`src/rtl/oport_credit_buffer_pkg.sv`:
```
// Shared configuration for the DySER output-port credit buffer.
// Datapath width, default depth and the credit held upstream out of reset.
package oport_credit_buffer_pkg;

  localparam int PATH_WIDTH = 16;
  localparam int OPORT_DEPTH = 4;
  localparam logic OPORT_CREDIT_INIT = 1'b1;

  typedef logic [PATH_WIDTH-1:0] path_t;

endpackage

```
`src/rtl/oport_buf_mem.sv`:
```
// DEPTH x PATH_WIDTH register file: one synchronous write port, one
// asynchronous read port so the head entry is visible in the same cycle.
module oport_buf_mem
  import oport_credit_buffer_pkg::*;
#(
  parameter int DEPTH = OPORT_DEPTH,
  parameter int AW    = 2
) (
  input  logic          clk,
  input  logic          i_we,
  input  logic [AW-1:0] i_waddr,
  input  path_t         i_wdata,
  input  logic [AW-1:0] i_raddr,
  output path_t         o_rdata
);

  // Contents are never reset; occupancy tracking makes stale entries invisible.
  path_t r_mem [DEPTH];

  always_ff @(posedge clk) begin
    if (i_we) r_mem[i_waddr] <= i_wdata;
  end

  assign o_rdata = r_mem[i_raddr];

endmodule

```
`src/rtl/oport_credit_buffer.sv`:
```
// Credit-based receive buffer between a fabric ff_stage and the processor
// output interface; grants one credit at a time while buffer space remains.
module oport_credit_buffer
  import oport_credit_buffer_pkg::*;
#(
  parameter int ID    = 0,
  parameter int DEPTH = OPORT_DEPTH,
  parameter int AW    = 2
) (
  input  logic          clk,
  input  logic          rst_n,
  input  logic          i_valid_in,
  input  path_t         i_data_in,
  output logic          o_credit_out,
  output logic          o_out_valid,
  output path_t         o_out_data,
  input  logic          i_out_ready,
  output logic [AW:0]   o_level,
  output logic          o_proto_err
);

  logic [AW:0]   r_count;
  logic [AW-1:0] r_wr_ptr;
  logic [AW-1:0] r_rd_ptr;
  logic          r_outstanding;
  logic          r_credit;
  logic          r_proto_err;

  logic          w_accept;
  logic          w_pop;
  logic [AW:0]   w_count_next;
  logic          w_o_after;
  logic          w_issue;
  logic          w_unused_id;

  assign w_unused_id = ^ID;

  assign o_out_valid  = (r_count != '0);
  assign w_accept     = i_valid_in & r_outstanding;
  assign w_pop        = o_out_valid & i_out_ready;
  assign w_count_next = r_count + (AW+1)'(w_accept) - (AW+1)'(w_pop);

  // A new credit is only granted once the previous one has been spent and the
  // slot it would reserve actually exists after this cycle's traffic.
  assign w_o_after = r_outstanding & ~w_accept;
  assign w_issue   = ~w_o_after & (w_count_next < (AW+1)'(DEPTH));

  always_ff @(posedge clk or negedge rst_n) begin
    if (!rst_n) begin
      r_count       <= '0;
      r_wr_ptr      <= '0;
      r_rd_ptr      <= '0;
      r_outstanding <= OPORT_CREDIT_INIT;
      r_credit      <= 1'b0;
      r_proto_err   <= 1'b0;
    end else begin
      r_count       <= w_count_next;
      r_credit      <= w_issue;
      r_outstanding <= w_o_after | w_issue;
      if (w_accept) r_wr_ptr <= r_wr_ptr + 1'b1;
      if (w_pop)    r_rd_ptr <= r_rd_ptr + 1'b1;
      // A beat with no credit outstanding is dropped and flagged until reset.
      if (i_valid_in & ~r_outstanding) r_proto_err <= 1'b1;
    end
  end

  oport_buf_mem #(
    .DEPTH (DEPTH),
    .AW    (AW)
  ) u_mem (
    .clk     (clk),
    .i_we    (w_accept),
    .i_waddr (r_wr_ptr),
    .i_wdata (i_data_in),
    .i_raddr (r_rd_ptr),
    .o_rdata (o_out_data)
  );

  assign o_credit_out = r_credit;
  assign o_level      = r_count;
  assign o_proto_err  = r_proto_err;

endmodule

```
`config.mk`:
```
export PLATFORM = sky130hd
export DESIGN_NAME = oport_credit_buffer
export DESIGN_NICKNAME = d
export VERILOG_FILES = /design/src/rtl/oport_credit_buffer_pkg.sv /design/src/rtl/oport_buf_mem.sv /design/src/rtl/oport_credit_buffer.sv
export SDC_FILE = /design/constraint.sdc
export NUM_CORES = 1
export LEC_CHECK = 0
export CORE_MARGIN = 3
export CORE_UTILIZATION = 29
export CTS_CLUSTER_DIAMETER = 100
export DETAILED_ROUTE_END_ITERATION = 10
export PLACE_DENSITY = 0.6
export RECOVER_POWER = 25
export SETUP_SLACK_MARGIN = 0.1
export SYNTH_ARGS = -nofsm -noshare
export SYNTH_HDL_FRONTEND = slang
export SYNTH_SLANG_ARGS = --single-unit
```
`constraint.sdc`:
```
create_clock -name clk -period 2.6 [get_ports clk]
set_clock_uncertainty 0.05 [all_clocks]
set_input_delay 0.39 -clock clk [delete_from_list [all_inputs] [get_ports clk]]
set_output_delay 0.39 -clock clk [all_outputs]
set_load 0.01 [all_outputs]
```
==> results of run 1 <==
==> logic make-up (layout without fill, tap and decap cells) <==
| family | Yosys count | after routing | synth area share |
|---|---|---|---|
| muxes | 17 | 17 | 0.141 |
| and+or+nand+nor | 6 | 6 | 0.0123 |
| AOI/OAI and AO/OA | 5 | 5 | 0.0123 |
| buffers and inverters | 11 | 73 | 0.0236 |
| xor gates and xnor gates | 4 | 4 | 0.0175 |
| adders and majority gates | 7 | 7 | 0.0333 |
| DFF | 74 | 74 | 0.761 |
==> synthesized netlist by cell type <==
| cell | count |
|---|---|
| buf_6 | 1 |
| nand2_1 | 1 |
| dfrtp_1 | 9 |
| mux4_2 | 8 |
| buf_12 | 1 |
| inv_1 | 7 |
| fa_1 | 1 |
| o21ai_0 | 1 |
| mux2_2 | 1 |
| edfxtp_1 | 64 |
| xnor2_1 | 2 |
| a21o_1 | 1 |
| ha_1 | 6 |
| dfstp_2 | 1 |
| a21oi_1 | 1 |
| xor3_1 | 1 |
| buf_2 | 2 |
| and3_1 | 4 |
| or3_1 | 1 |
| o311ai_0 | 1 |
| xor2_1 | 1 |
| o31a_1 | 1 |
| mux4_1 | 8 |
==> worst max-delay path: cells and delay by family, from the launching register on <==
family,cells,cell delay [ps]
buffers and inverters,2,680
multiplexers,1,570
flip-flops,1,390
==> through the flow <==
step | util | instance area (um^2) | setup slack [ps] | cells
floorplan | - | 2860 | 519 | 124
global placement | 0.368 | 3460 | 259 | 300
detailed placement | 0.368 | 3460 | 211 | 300
CTS | 0.386 | 3640 | 121 | 315
global route | 0.387 | 3650 | 80.3 | 315
finish | 0.387 | 3650 | 190 | 315
==> power by group through the flow <==
stage | Clock [mW] | Sequential (mW) | Combinational (mW)
2_1_floorplan | 0 | 1.68 | 0.783
3_3_place_gp | 0 | 1.69 | 1.39
3_5_place_dp | 0 | 1.70 | 1.39
4_1_cts | 0.840 | 1.67 | 1.39
5_1_grt | 0.894 | 1.70 | 1.47
6_report | 0.801 | 1.67 | 1.35
==> final timing paths <==
| check | start | end | slack, ps | cells past startpoint |
|---|---|---|---|---|
| max in group asynchronous | rst_n | r_outstanding$_DFF_PN1_ | 1770 | 1 |
| min in group clk | o_proto_err$_DFFE_PN0P_ | o_proto_err$_DFFE_PN0P_ | 410 | 1 |
| max | r_rd_ptr[0]$_DFFE_PN0P_ | o_out_data[11] | 190 | 3 |
| min | rst_n | o_level[2]$_DFF_PN0_ | 390 | 1 |
| min reg2reg | o_proto_err$_DFFE_PN0P_ | o_proto_err$_DFFE_PN0P_ | 410 | 1 |
| max reg2reg | o_level[1]$_DFF_PN0_ | o_credit_out$_DFF_PN0_ | 440 | 8 |
==> metal layers <==
metal | vias to the layer above | routed length, um | track usage
li1 | 621 | - | -
met1 | 681 | 2020 | 0.110
met2 | 28 | 2450 | 0.151
met3 | 4 | 218 | 0.0459
met4 | 0 | 61 | 0.0366
met5 | - | 0 | 0
==> sequential cells by signal, summed over array words and instances (netlist names) <==
| register | cells |
|---|---|
| r_outstanding | 1 |
| r_rd_ptr | 2 |
| o_proto_err | 1 |
| r_wr_ptr | 2 |
| u_mem.r_mem | 64 |
| o_level | 3 |
| o_credit_out | 1 |
==> repair_timing <==
item	CTS	global route
hold buffers	0	0
endpoints found under the setup margin	0	4
gates resized for setup	0	3
==> area by class of cell <==
cell class	instances	area (um^2)
fillers	874	5770
flip-flops and latches	74	2170
multi-input cells	39	617
repair buffers	51	494
well taps	129	161
clock buffers	11	131
clock inverters	4	43.8
inverters	7	26.3
==> flow_summary.toml, run 1 <==
[yosys]
ys_warn_count = 0
syn_area_um2 = 2860
synth_nets = 151
synth_top_cell_area_share = 0.673
syn-instance-count = 124
avgSynthCellArea_um2 = 23.0
synth_area_leader_cell = "edfxtp_1"
yosysSeqAreaShare = 0.761
synth_area_leaders = "edfxtp_1 67%, dfrtp_1 7.9%, mux4_1 7.4%"
synth.distinct_cells = 23
ys_ff_latch = 74

[floorplan]
fp.dieW_um = 105
rows = 35
fp.dieH_um = 105
die-area_um2 = 11100
coreArea_um2 = 9420
start_util = 0.304
ios = 42

[power_and_ir_drop]
seq_power_share = 0.438
switching_share = 0.276
power_density_nw_per_um2 = 1050
intPower_mw = 2.77
clkPwrFrac = 0.210
power_mw = 3.82
power.switching_mw = 1.05
p_leak_nw = 1.31
comb_power_share = 0.353
ir_worst_vdd_v = 0.000648

[worst_setup_path]
worst_path_max_delay_cell = "mux4_1"
worstPathArrival_ps = 1970
critical_path_class = "register to output port"
crit_chain = "buf_4 -> mux4_1 -> clkdlybuf4s50_1"
cp-start-kind = "register"
endpoint_kind = "output port"
critPathRequiredTime_ps = 2160
crit_fanout = 5
critPathMaxStageDelay_ps = 570

[worst_hold_path]
hold_class = "input port to asynchronous set/reset pin"

[clocking]
clockRootBuffer = "clkbuf_8"
htreeDepth = 3
clock_path_buffers = 2
clock-sinks = 74
cts_tree = "yes"
insertion_delay_ps = 330
cts_buffers = 9
cts_setup_buffers = 0
clkSlewWorstSetupHoldPaths_ps = 60

[detailed_routing]
drt_iter0_drc = 47
routed_via_density = 4.23
drtAntennaViolNets = 0
drt_wl_total_mm = 4.74
vias = 1334
firstDrtPassIters = 4
route.detailed.drc = 0
wl_per_cell_um = 15.1

[cells_and_area]
layout_common_cells = "64 x edfxtp_1, 29 x clkdlybuf4s50_1, 10 x dlygate4sd3_1"
fin_nets = 209
area_growth_pct = 27.6
diodes = 0
layout-drive-gt1-share = 0.172
layout_commonest_cell = "edfxtp_1"

[global_routing]
grt.total_usage = 0.0948
grt_max_degree = 17
gr-total-overflow = 0
antenna_found_initial = 0
grt_pass1_vias = 1416
grt_pass1_wl_mm = 7.68

[sta]
fmax_mhz = 415
whs_ps = 395
post-route-min-period_ps = 2410
finalHoldViolations = 0
relSlewSlack = 0.696
post-route-period-util = 0.927
worstMarginPinSlew_ps = 455
setup_viol = 0
rsz0062_at_grt = "yes"
slew_viol_final = 0
finalSetupTns_ps = 0

[placement]
gp_congestion = 0.678
dp_hpwl_mm = 3.13
portBuffers = 41

[status]
status = "complete, no violations"

[flow_run]
maxCapViolCount = 0
Power figures use the tool's default switching activity.
==> inputs of run 2 (changes only) <==
--- a/config.mk
+++ b/config.mk
@@ -7,6 +7,7 @@
 export LEC_CHECK = 0
 export CORE_MARGIN = 3
 export CORE_UTILIZATION = 29
+export CTS_BUF_LIST = sky130_fd_sc_hd__clkbuf_8 sky130_fd_sc_hd__clkbuf_16
 export CTS_CLUSTER_DIAMETER = 100
 export DETAILED_ROUTE_END_ITERATION = 10
 export PLACE_DENSITY = 0.6
==> constraint.sdc (replaced) <==
create_clock -name clk -period 2.8 [get_ports clk]
set_clock_uncertainty 0.05 [all_clocks]
set_input_delay 0.42 -clock clk [delete_from_list [all_inputs] [get_ports clk]]
set_output_delay 0.42 -clock clk [all_outputs]
set_load 0.01 [all_outputs]
==> run 2 against run 1 <==
Against the previous run: power shrank 3.9%; sequential share of layout area decreased by 0.20 points; critical path depth did not move; combinational power decreased by 9.6%; setup slack better by 130 ps; utilization up 0.13 points; die area is the same; non-clock buffer count down 3; critical endpoint unchanged; register-to-register slack gained 170 ps; clock power is 9.0% higher; flip-flop and latch count is the same.
==> flow_summary.toml, run 2 (same netlist as run 1, synthesis figures left out) <==
[worst_setup_path]
r2r-end = "r_outstanding$_DFF_PN1_"
critPathRequiredTime_ps = 2330
r2r-start = "o_level[1]$_DFF_PN0_"
crit_start = "r_rd_ptr[0]$_DFFE_PN0P_"
reg2reg_depth = 8
critical_path_class = "register to output port"
worst_path_max_delay_cell = "mux4_1"
critPathBufInv = 2
worst_path_dominant_cell_family = "buffers and inverters"
crit_chain = "buf_4 -> mux4_1 -> clkdlybuf4s50_1"
worstPathArrival_ps = 2010
endpoint_kind = "output port"
rrSetupSlack_ps = 610
crit_fanout = 10
cp-start-kind = "register"
critPathMaxStageDelay_ps = 610

[power_and_ir_drop]
power_density_nw_per_um2 = 1000
p_leak_nw = 1.30
ir_worst_vdd_v = 0.000667
power_mw = 3.67

[detailed_routing]
vias = 1329
firstDrtPassIters = 2
drt_wl_total_mm = 4.78
drtAntennaViolNets = 0
routed_via_density = 4.25
wl_per_cell_um = 15.3
route.detailed.drc = 0
drt_iter0_drc = 26

[placement]
portBuffers = 41
gp_congestion = 0.674
dp_slack_ps = 238
placed_cell_area_um2 = 3440
dp_hpwl_mm = 3.13

[clocking]
htreeDepth = 3
cts_setup_buffers = 0
insertion_delay_ps = 330
cts_resized = 0
clock-sinks = 74
cts_tree = "yes"
clock_path_buffers = 2
ctsHoldBuffers = 0
clockRootBuffer = "clkbuf_8"
clkSlewWorstSetupHoldPaths_ps = 70
cts_buffers = 9

[status]
status = "complete, no violations"

[sta]
post-route-period-util = 0.885
fmax_mhz = 404
slew_viol_final = 0
fin_ws_ps = 322
relSlewSlack = 0.680
setup_viol = 0
finalHoldViolations = 0
rsz0062_at_grt = "no"
worstMarginPinSlew_ps = 478
post-route-min-period_ps = 2480
finalSetupTns_ps = 0

[cells_and_area]
area_growth_pct = 28.1
fin_nets = 206
diodes = 0
layout_commonest_cell = "edfxtp_1"
n_fill_cell = 865
layout_common_cells = "64 x edfxtp_1, 32 x clkdlybuf4s50_1, 10 x clkbuf_8"
top_register = "u_mem.r_mem"
largest_reg_flops = 64
final_area_um2 = 3660
layout-drive-gt1-share = 0.174

[global_routing]
grt_pass1_wl_mm = 7.84
grt.total_usage = 0.0945
gr-total-overflow = 0
antenna_found_initial = 0
grt_max_degree = 17
grt_pass1_vias = 1456

[floorplan]
ios = 42
fp.dieW_um = 105
fp.dieH_um = 105
start_util = 0.304
die-area_um2 = 11100
coreArea_um2 = 9420
rows = 35

[worst_hold_path]
min-delay-start = "o_proto_err$_DFFE_PN0P_"
hold_class = "register to register"
worstHoldPathCells = 1
holdPathEnd = "o_proto_err$_DFFE_PN0P_"

[flow_run]
maxCapViolCount = 0
## run 2: area by class of cell
| class | instances | area [um^2] | share of cell area |
|---|---|---|---|
| multi-input combinational | 39 | 617 | 0.169 |
| timing repair buffer | 48 | 463 | 0.126 |
| clock buffer | 10 | 138 | 0.0376 |
| inverter | 7 | 26.3 | 0.00718 |
| tap | 129 | 161 | 0.0441 |
| clock inverter | 6 | 81.3 | 0.0222 |
| sequential | 74 | 2170 | 0.594 |
## run 2: report_power, final
part	switching, mW	total (mW)	internal [mW]
logic	0.518	1.22	0.706
registers	0.124	1.57	1.45
clock network	0.353	0.873	0.519
total	0.996	3.67	2.67
## run 2: worst max-delay path by stage
stage                                    endpoint  slack [ps]  cells after the start
after detailed placement  r_outstanding$_DFF_PN1_         240                      9
after floorplan            o_credit_out$_DFF_PN0_         720                      8
final                              o_out_data[11]         320                      3
after global placement     o_credit_out$_DFF_PN0_         310                      9
after global routing                o_out_data[1]         180                      3
after CTS                          o_out_data[11]         260                      3
## run 2: per-layer routing
layer,GRT usage,vias up,share of wire
met3,0.0325,7,0.040
met5,0,-,0
li1,-,615,-
met4,0.0337,0,0.015
met2,0.161,29,0.52
met1,0.111,678,0.43
## run 2: stage by stage
step	cells	utilization	hold slack [ps]
after floorplan	124	-	74.4
after global placement	297	0.365	395
after detailed placement	297	0.365	405
after CTS	313	0.389	354
after global routing	313	0.389	429
final	313	0.389	416
==> inputs of run 3 (changes only) <==
--- a/config.mk
+++ b/config.mk
@@ -8,7 +8,6 @@
 export CORE_MARGIN = 3
 export CORE_UTILIZATION = 29
 export CTS_BUF_LIST = sky130_fd_sc_hd__clkbuf_8 sky130_fd_sc_hd__clkbuf_16
-export CTS_CLUSTER_DIAMETER = 100
 export DETAILED_ROUTE_END_ITERATION = 10
 export PLACE_DENSITY = 0.6
 export RECOVER_POWER = 25
==> results of run 3 <==
No change in the layout: final DEF, timing and power equal those of run 2.
